--- config.mk ---
export PLATFORM = sky130hd
export DESIGN_NAME = huffman_decoder
export DESIGN_NICKNAME = d
export VERILOG_FILES = /design/src/rtl/huffman_decoder.sv
export SDC_FILE = /design/constraint.sdc
export NUM_CORES = 1
export LEC_CHECK = 0
export ABC_AREA = 1
export ABC_CLOCK_PERIOD_IN_PS = 9800
export CAP_MARGIN = 25
export CORE_ASPECT_RATIO = 1.25
export CORE_MARGIN = 5
export CORE_UTILIZATION = 46
export DETAILED_ROUTE_END_ITERATION = 8
export PLACE_DENSITY = 0.64
export SETUP_SLACK_MARGIN = 0.15
export SYNTH_ARGS = -nofsm -noshare
export SYNTH_HDL_FRONTEND = slang
export SYNTH_SLANG_ARGS = --single-unit
--- constraint.sdc ---
create_clock -name clock -period 9.8 [get_ports clock]
set_input_delay 2.45 -clock clock [delete_from_list [all_inputs] [get_ports clock]]
set_output_delay 2.45 -clock clock [all_outputs]
set_load 0.03 [all_outputs]
--- src/rtl/huffman_decoder.sv ---
// Bit-serial Huffman decoder: consumes 32-bit words LSB-first, matches prefixes
// against a programmable code table and emits symbols over valid/ready.
module huffman_decoder #(
   parameter int unsigned NSYM  = 16,
   parameter int unsigned SYM_W = 8
) (
   input  logic             clock,
   input  logic             resetn,
   input  logic             tbl_we,
   input  logic [3:0]       tbl_addr,
   input  logic [7:0]       tbl_code,
   input  logic [3:0]       tbl_length,
   input  logic [SYM_W-1:0] tbl_symbol,
   input  logic [31:0]      word_in,
   input  logic [5:0]       word_len,
   input  logic             word_valid,
   output logic             word_ready,
   output logic [SYM_W-1:0] symbol_out,
   output logic             symbol_valid,
   input  logic             symbol_ready,
   output logic             error,
   output logic             busy
);

   localparam int unsigned WORD_W = 32;
   localparam int unsigned BL_W   = 6;
   localparam int unsigned CODE_W = 8;
   localparam int unsigned LEN_W  = 4;

   typedef enum logic [1:0] {S_EMPTY, S_DECODE, S_ERROR} state_t;

   typedef struct packed {
      logic [CODE_W-1:0] code;
      logic [LEN_W-1:0]  length;
      logic [SYM_W-1:0]  symbol;
   } entry_t;

   state_t              state, state_d;
   logic [WORD_W-1:0]   sh, sh_d;
   logic [BL_W-1:0]     bl, bl_d;
   logic [CODE_W-1:0]   cand, cand_d;
   logic [LEN_W-1:0]    cand_len, cand_len_d;
   logic [SYM_W-1:0]    symbol_d;
   logic                symbol_valid_d;
   logic                error_d;
   entry_t              tbl [NSYM];

   logic [CODE_W-1:0]   new_cand;
   logic [LEN_W-1:0]    new_len;
   logic [CODE_W-1:0]   mask;
   logic                hit;
   logic [SYM_W-1:0]    hit_sym;
   logic                miss_full;
   logic                advance;
   logic [BL_W-1:0]     len_sat;

   // Code table; a lookup in the same cycle as a write sees the old entry
   always_ff @(posedge clock) begin
      if (!resetn) begin
         for (int i = 0; i < int'(NSYM); i++) tbl[i] <= '0;
      end else if (tbl_we) begin
         tbl[tbl_addr] <= '{code: tbl_code, length: tbl_length, symbol: tbl_symbol};
      end
   end

   // Candidate extended by the next stream bit, matched against the table (lowest index wins)
   always_comb begin
      new_cand = cand;
      new_cand[cand_len[2:0]] = sh[0];
      new_len  = cand_len + LEN_W'(1);
      mask     = CODE_W'((9'd1 << new_len) - 9'd1);
      hit      = 1'b0;
      hit_sym  = '0;
      for (int i = 0; i < int'(NSYM); i++) begin
         if (!hit && tbl[i].length == new_len && ((tbl[i].code ^ new_cand) & mask) == '0) begin
            hit     = 1'b1;
            hit_sym = tbl[i].symbol;
         end
      end
      miss_full = !hit && (new_len == LEN_W'(8));
   end

   assign len_sat = (word_len > BL_W'(32)) ? BL_W'(32) : word_len;
   assign advance = !symbol_valid || symbol_ready;

   always_comb begin
      state_d        = state;
      sh_d           = sh;
      bl_d           = bl;
      cand_d         = cand;
      cand_len_d     = cand_len;
      symbol_d       = symbol_out;
      symbol_valid_d = symbol_valid && !symbol_ready;
      error_d        = error;
      case (state)
         S_EMPTY: begin
            if (word_valid) begin
               sh_d = word_in;
               bl_d = len_sat;
               if (len_sat != '0) state_d = S_DECODE;
            end
         end
         S_DECODE: begin
            if (advance) begin
               sh_d = {1'b0, sh[WORD_W-1:1]};
               bl_d = bl - BL_W'(1);
               if (hit) begin
                  symbol_d       = hit_sym;
                  symbol_valid_d = 1'b1;
                  cand_d         = '0;
                  cand_len_d     = '0;
               end else begin
                  cand_d     = new_cand;
                  cand_len_d = new_len;
               end
               if (miss_full) begin
                  error_d = 1'b1;
                  state_d = S_ERROR;
               end else if (bl == BL_W'(1)) begin
                  state_d = S_EMPTY;
               end
            end
         end
         S_ERROR: begin
            state_d = S_ERROR;
         end
         default: state_d = S_EMPTY;
      endcase
   end

   always_ff @(posedge clock) begin
      if (!resetn) begin
         state        <= S_EMPTY;
         sh           <= '0;
         bl           <= '0;
         cand         <= '0;
         cand_len     <= '0;
         symbol_out   <= '0;
         symbol_valid <= 1'b0;
         error        <= 1'b0;
      end else begin
         state        <= state_d;
         sh           <= sh_d;
         bl           <= bl_d;
         cand         <= cand_d;
         cand_len     <= cand_len_d;
         symbol_out   <= symbol_d;
         symbol_valid <= symbol_valid_d;
         error        <= error_d;
      end
   end

   assign word_ready = (state == S_EMPTY);
   assign busy       = (state == S_DECODE) || (cand_len != '0);

endmodule

# Yosys cells after proc, flatten, opt, wreduce, memory -nomap -nowiden
# Memory sizes are Yosys's and may differ from the RTL's.
# Cells that the tools add are included.
[word_totals]
output_inout_bits = 12
reg_bits = 62
input_bits = 67
mem_bits_rw = 320
n_memories = 1
[op_classes]
shifts = 1
magnitude_cmp = 3
add_sub_neg = 3
n_bitwise = 32
muxes = 60
n_eq_ne = 24
reduce_logical = 80
[memory_table]
columns = ["memory", "words", "word_bits", "read_ports", "rd_ports_with_merged_regs", "wr", "line_no", "text"]
rows = [
  ["tbl", 16, 20, 16, 0, 16, "46", "entry_t tbl [NSYM];"],
]
[ops]
columns = ["cell", "n"]
rows = [
  ["2-to-1 mux 8 bit", 17],
  ["bitwise AND 8 bit", 16],
  ["zero test 8 bit", 16],
  ["XOR 8 bit", 16],
  ["== test 4 bit", 16],
  ["2-to-1 mux 32 bit", 2],
  ["case mux 32 bit (2 select lines)", 1],
  ["logical AND 1 bit", 34],
  ["2-to-1 mux 1 bit", 25],
  ["2-to-1 mux 20 bit", 1],
  ["OR reduction 20 bit", 1],
  ["zero test 1 bit", 18],
  ["2-to-1 mux 6 bit", 3],
  ["case mux 6 bit (2 select lines)", 1],
  ["2-to-1 mux 2 bit", 5],
  ["AND reduction 3 bit", 3],
  ["bitwise mux 8 bit", 1],
  ["2-to-1 mux 4 bit", 2],
  ["left shift 1 x 4 -> 8 bit, first input constant", 1],
  ["subtractor 8 x 1 -> 8 bit, second input constant", 1],
  ["== test 6 x 1 -> 1 bit, second input constant", 1],
  ["greater-than comparator 6 bit, second input constant", 1],
  ["case mux 2 bit (3 select lines)", 1],
  ["nonzero test 6 bit", 1],
  ["other kinds (17)", 19],
]

# Depth between registers and ports, before layout
[logic_depth]
depth_word = 75
depth_mapped = 32
ltp_nobuf = 31

# Worst setup path after synthesis
# No wires, ideal clock.
[synth_timing]
kind = "in2reg"
from = "input resetn"
to = "memory tbl[0][0] (netlist name) (enable)"
path_buffers = 2
stages = 6
arrival_ps = 3848
t_required_ps = 9423
path_slack_ps = 5575
cell_sequence = "clkbuf_1 > nand2_1 > nor3_1 > nand2_1 > clkbuf_1 > nand2_1"
[synth_lines]
columns = ["item", "line_no", "text"]
rows = [
  ["start, declared", "8", "input logic resetn,"],
  ["end, declared", "46", ""],
]

# Final worst setup path
[layout_timing]
from = "register cand_len[0]"
to = "register state[0]"
[layout_between]
elab_chain_len = 75
word_cells_on_any_way = 143
classes_between = "add/sub: 2; order compare: 2; eq/ne: 18; shift: 1; mux: 22; bitwise: 32; reduce/logical: 66"
[layout_lines]
columns = ["item", "line_no", "text"]
rows = [
  ["start, declared", "42", "logic [LEN_W-1:0] cand_len, cand_len_d;"],
  ["start signal, assigned", "146", "cand_len <= cand_len_d;"],
  ["parallel branches: the longest is 71 deep, another holds subtractor 8 x 1 -> 8 bit", "-", ""],
  ["logical AND 1 bit (*)", "80", "miss_full = !hit && (new_len == LEN_W'(8));"],
  ["2-to-1 mux 2 bit", "116", "if (miss_full) begin"],
  ["2-to-1 mux 2 bit", "104", "if (advance) begin"],
  ["case mux 2 bit (3 select lines)", "95", "case (state)"],
  ["end signal, assigned", "142", "state <= state_d;"],
  ["end, declared", "38", "state_t state, state_d;"],
]
# Mark *: on every way between the ends. The select of a mux whose other input is x is not followed.
# A chain may end at the register's enable or synchronous reset.

==> key figures <==
Layout
  • Fin nets: 2279
  • Area growth syn-to-layout: 12.2%
  • Final standard cell utilization of the core: 0.521
  • Antenna cell count: 0
  • Layout filler cell count: 3872
  • Fraction of final layout cells with drive strength greater than 1: 0.0851

Detailed routing
  • Starting DRT DRC Count: 1371
  • Average wire per standard cell: 20.2 um
  • Total Wirelength: 56.5 mm
  • Routed vias/inst: 5.51
  • Pre-antenna DRT Iters: 5
  • Via count: 15.4k
  • DR DRC count: 0
  • Remaining antenna violation count: 0

Logic synthesis
  • Post-synthesis net count: 2256
  • Number of synthesized register bits: 382
  • Prevailing post-synth register cell: edfxtp_1
  • Syn Std Cell Area: 19500 um^2
  • Number of distinct library cells after synthesis: 55
  • Most area-hungry cell type in the Yosys netlist: edfxtp_1
  • Yosys warns: 0
  • Count of mapped cells out of synthesis: 2181
  • Proportion of netlist area held by the largest area contributor: 0.493
  • Mean post-synth cell area: 8.94 um^2
  • Leading post-synthesis cells by cell area: edfxtp_1 (49%), nor2_1 (9.3%), nand2_1 (8.3%), dfxtp_1 (6.4%), xor2_1 (3.7%)
  • EDFF count, synth: 320
  • Share of synthesized area occupied by flip-flops and latches: 0.556
  • Ys async rst share: 0

Die
  • Horizontal extent of the die: 194 um
  • Row cnt: 84
  • Die Footprint: 46600 um^2
  • Number of primary I/O pins: 79
  • Die Ht: 240 um
  • Placeable core region: 42000 um^2
  • Initial core utilization: 0.464

GRT
  • Overall overflow remaining after global route: 0
  • Number of global-route vias before repair: 14.4k
  • Number of antenna violations at the first check in global routing: 0
  • Maximum number of pins on one net before global-route repair: 59
  • GR Util All Layers: 0.234
  • Global-route wire length before repair: 84.4 mm

STA
  • Transition at the pin with the smallest max-transition slack: 1.13 ns
  • Number of hold-slack violations in the final timing report: 0
  • Max Clk Rate: 150 MHz
  • Final critical-path required period: 6.67 ns
  • Largest clock skew in the final design: 0.0219 ns
  • Slew HR: 0.226
  • Max-slew violation count: 0
  • Final critical-path share of the clock period: 0.681
  • Total of endpoints with negative setup slack in the final report: 0
  • Sum Neg Setup Slack: 0 ns
  • Setup repair after global routing missed its margin: no

CTS
  • Number of hold buffers added after CTS: 0
  • Resized Gates After CTS: 0
  • Clock Root Buffer: clkbuf_16
  • Sinks on the clock net: 382
  • Setup bufs post-CTS: 0
  • Cts bufs inserted: 40
  • TritonCTS clock tree: yes
  • Maximum count of clock buffers along a single path: 3
  • CTS H-tree depth: 2
  • Clock Pin Slew Worst Setup and Hold Paths: 0.06 ns
  • Worst skew pair latency: 0.55 ns

Worst setup path
  • Critical Path Source Type: flip-flop
  • Setup slack, reg-to-reg: 3.13 ns
  • Endpoint required time on the critical path: 10.24 ns
  • R2r startpoint: cand_len[0]
  • Depth of the worst register-to-register path: 30
  • Critical Path Most Common Cell: nand2_1
  • Endpoint of the worst setup timing path: state[0]
  • Slowest cell on the critical path: nand2_1
  • Critical setup path kind: reg2reg
  • Worst path max stage delay: 0.60 ns
  • Crit. End Element: flip-flop
  • Endpoint of the worst register-to-register path: state[0]
  • First element of the critical path: cand_len[0]
  • Maximum net fanout on the critical path: 41
  • Critical path data arrival time: 7.11 ns

Power and ir drop
  • Total power after layout: 0.00403 W
  • Leakage power: 8.89 nW
  • Pwr per Cell Area: 184 nW/um^2
  • Maximum resistive drop on vdd: 0.133 mV

Min path
  • Number of cells on the worst hold path: 2
  • Type of the worst min-delay path: reg2reg

Run
  • Max-cap violations: 0

Placement
  • # port buffers: 78
  • Weighted congestion at the end of routability-driven global placement: 0.936
  • Post-DP HPWL: 36.9 mm

Run status
  • Result of the run: finished clean
[through the flow]
| step | cell area [um^2] | setup slack (ns) | hold slack, ns | std cells |
|---|---|---|---|---|
| after floorplan | 19500 | 5.57 | 0.441 | 2181 |
| after global placement | 20600 | 3.48 | 0.459 | 2716 |
| after detailed placement | 20600 | 3.27 | 0.456 | 2717 |
| after CTS | 21800 | 3.24 | 0.465 | 2788 |
| after global routing | 21900 | 2.70 | 0.494 | 2792 |
| final | 21900 | 3.13 | 0.469 | 2792 |
[state kept, by name (all words and copies together), names as in the netlist]
register	cells
cand	8
sh	32
bl	6
cand_len	4
state	2
symbol_out	8
error	1
symbol_valid	1
tbl	320
[report_power, final]
group          total, W  internal (W)  switching (W)  leakage (nW)
Sequential      0.00190       0.00186      0.0000440          3.56
Combinational  0.000660      0.000195       0.000465          4.72
Clock           0.00147      0.000834       0.000638         0.607
[kinds of logic (layout without fill, tap and decap cells)]
| logic type | after synthesis | after routing | synth area share |
|---|---|---|---|
| xor+xnor | 114 | 114 | 0.0512 |
| flops | 382 | 382 | 0.556 |
| simple gates | 1229 | 1229 | 0.277 |
| compound gates | 163 | 163 | 0.0502 |
| fa+ha+maj | 8 | 8 | 0.00513 |
| buf+inv | 285 | 337 | 0.0603 |
[how the worst min path moves through the flow]
| stage | from | slack, ns | endpoint |
|---|---|---|---|
| finish | sh[31] | 0.47 | sh[31] |
| global route | sh[31] | 0.49 | sh[31] |
| CTS | bl[2] | 0.47 | bl[2] |
| detailed placement | bl[2] | 0.46 | bl[2] |
| global placement | bl[2] | 0.46 | bl[2] |
| floorplan | sh[31] | 0.44 | sh[31] |
[layout make-up]
type                            count  area (um^2)  share of cell area
Clock buffer                       57         1140              0.0520
Clock inverter                     14         98.8             0.00452
Inverter                          169          634              0.0290
Multi-Input combinational cell   1514         7490               0.342
Sequential cell                   382        10900               0.496
Tap cell                          559          699              0.0320
Timing Repair Buffer               97          978              0.0447
[worst max-delay path, delay by kind of cell (launching register included)]
| kind | cells | cell delay [ns] |
|---|---|---|
| buffers and inverters | 5 | 0.69 |
| flip-flops | 1 | 0.30 |
| AND/OR/NAND/NOR | 23 | 4.81 |
| adder cells (fa/ha/maj) | 2 | 0.71 |
[cells in the final DEF (no fill, tap or decap), types with 4 or more instances in the layout]
master / n
nand2_1: 430
nor2_1: 480
buf_4: 14
inv_2: 10
dfxtp_1: 62
a21oi_1: 46
nand3_1: 143
ha_1: 8
clkbuf_16: 42
xnor2_1: 32
clkinv_1: 8
nor3_1: 21
clkdlybuf4s50_1: 77
nor2_4: 6
inv_1: 157
nand2_2: 12
o21ai_2: 4
a22o_1: 6
o21ai_0: 50
a211oi_1: 4
nand2_4: 5
nand4_2: 4
xor2_1: 82
nand3_2: 5
a31oi_1: 32
edfxtp_1: 320
clkbuf_1: 12
nand4_1: 45
nor2_2: 14
clkinv_2: 6
or2_2: 43
o2111ai_1: 9
[Yosys cell counts (6+ instances only)]
cell	n
xor2_1	82
o21ai_0	50
inv_2	10
edfxtp_1	320
or2_2	43
ha_1	8
nor2_1	482
o2111ai_1	9
clkbuf_1	78
nor2_2	13
a22o_1	6
inv_1	157
buf_4	7
nand4_1	45
nand2_2	12
dfxtp_1	62
a31oi_1	32
buf_2	22
nand3_1	143
buf_6	7
xnor2_1	32
nand2_1	430
nor3_1	21
a21oi_1	46
[layer usage]
metal / vias up / global-route usage / part of all wire
li1: 7217 / - / -
met1: 7468 / 0.300 / 0.40
met2: 563 / 0.412 / 0.50
met3: 122 / 0.0263 / 0.061
met4: 0 / 0.0859 / 0.037
met5: - / 0 / 0
Power figures use the tool's default switching activity.
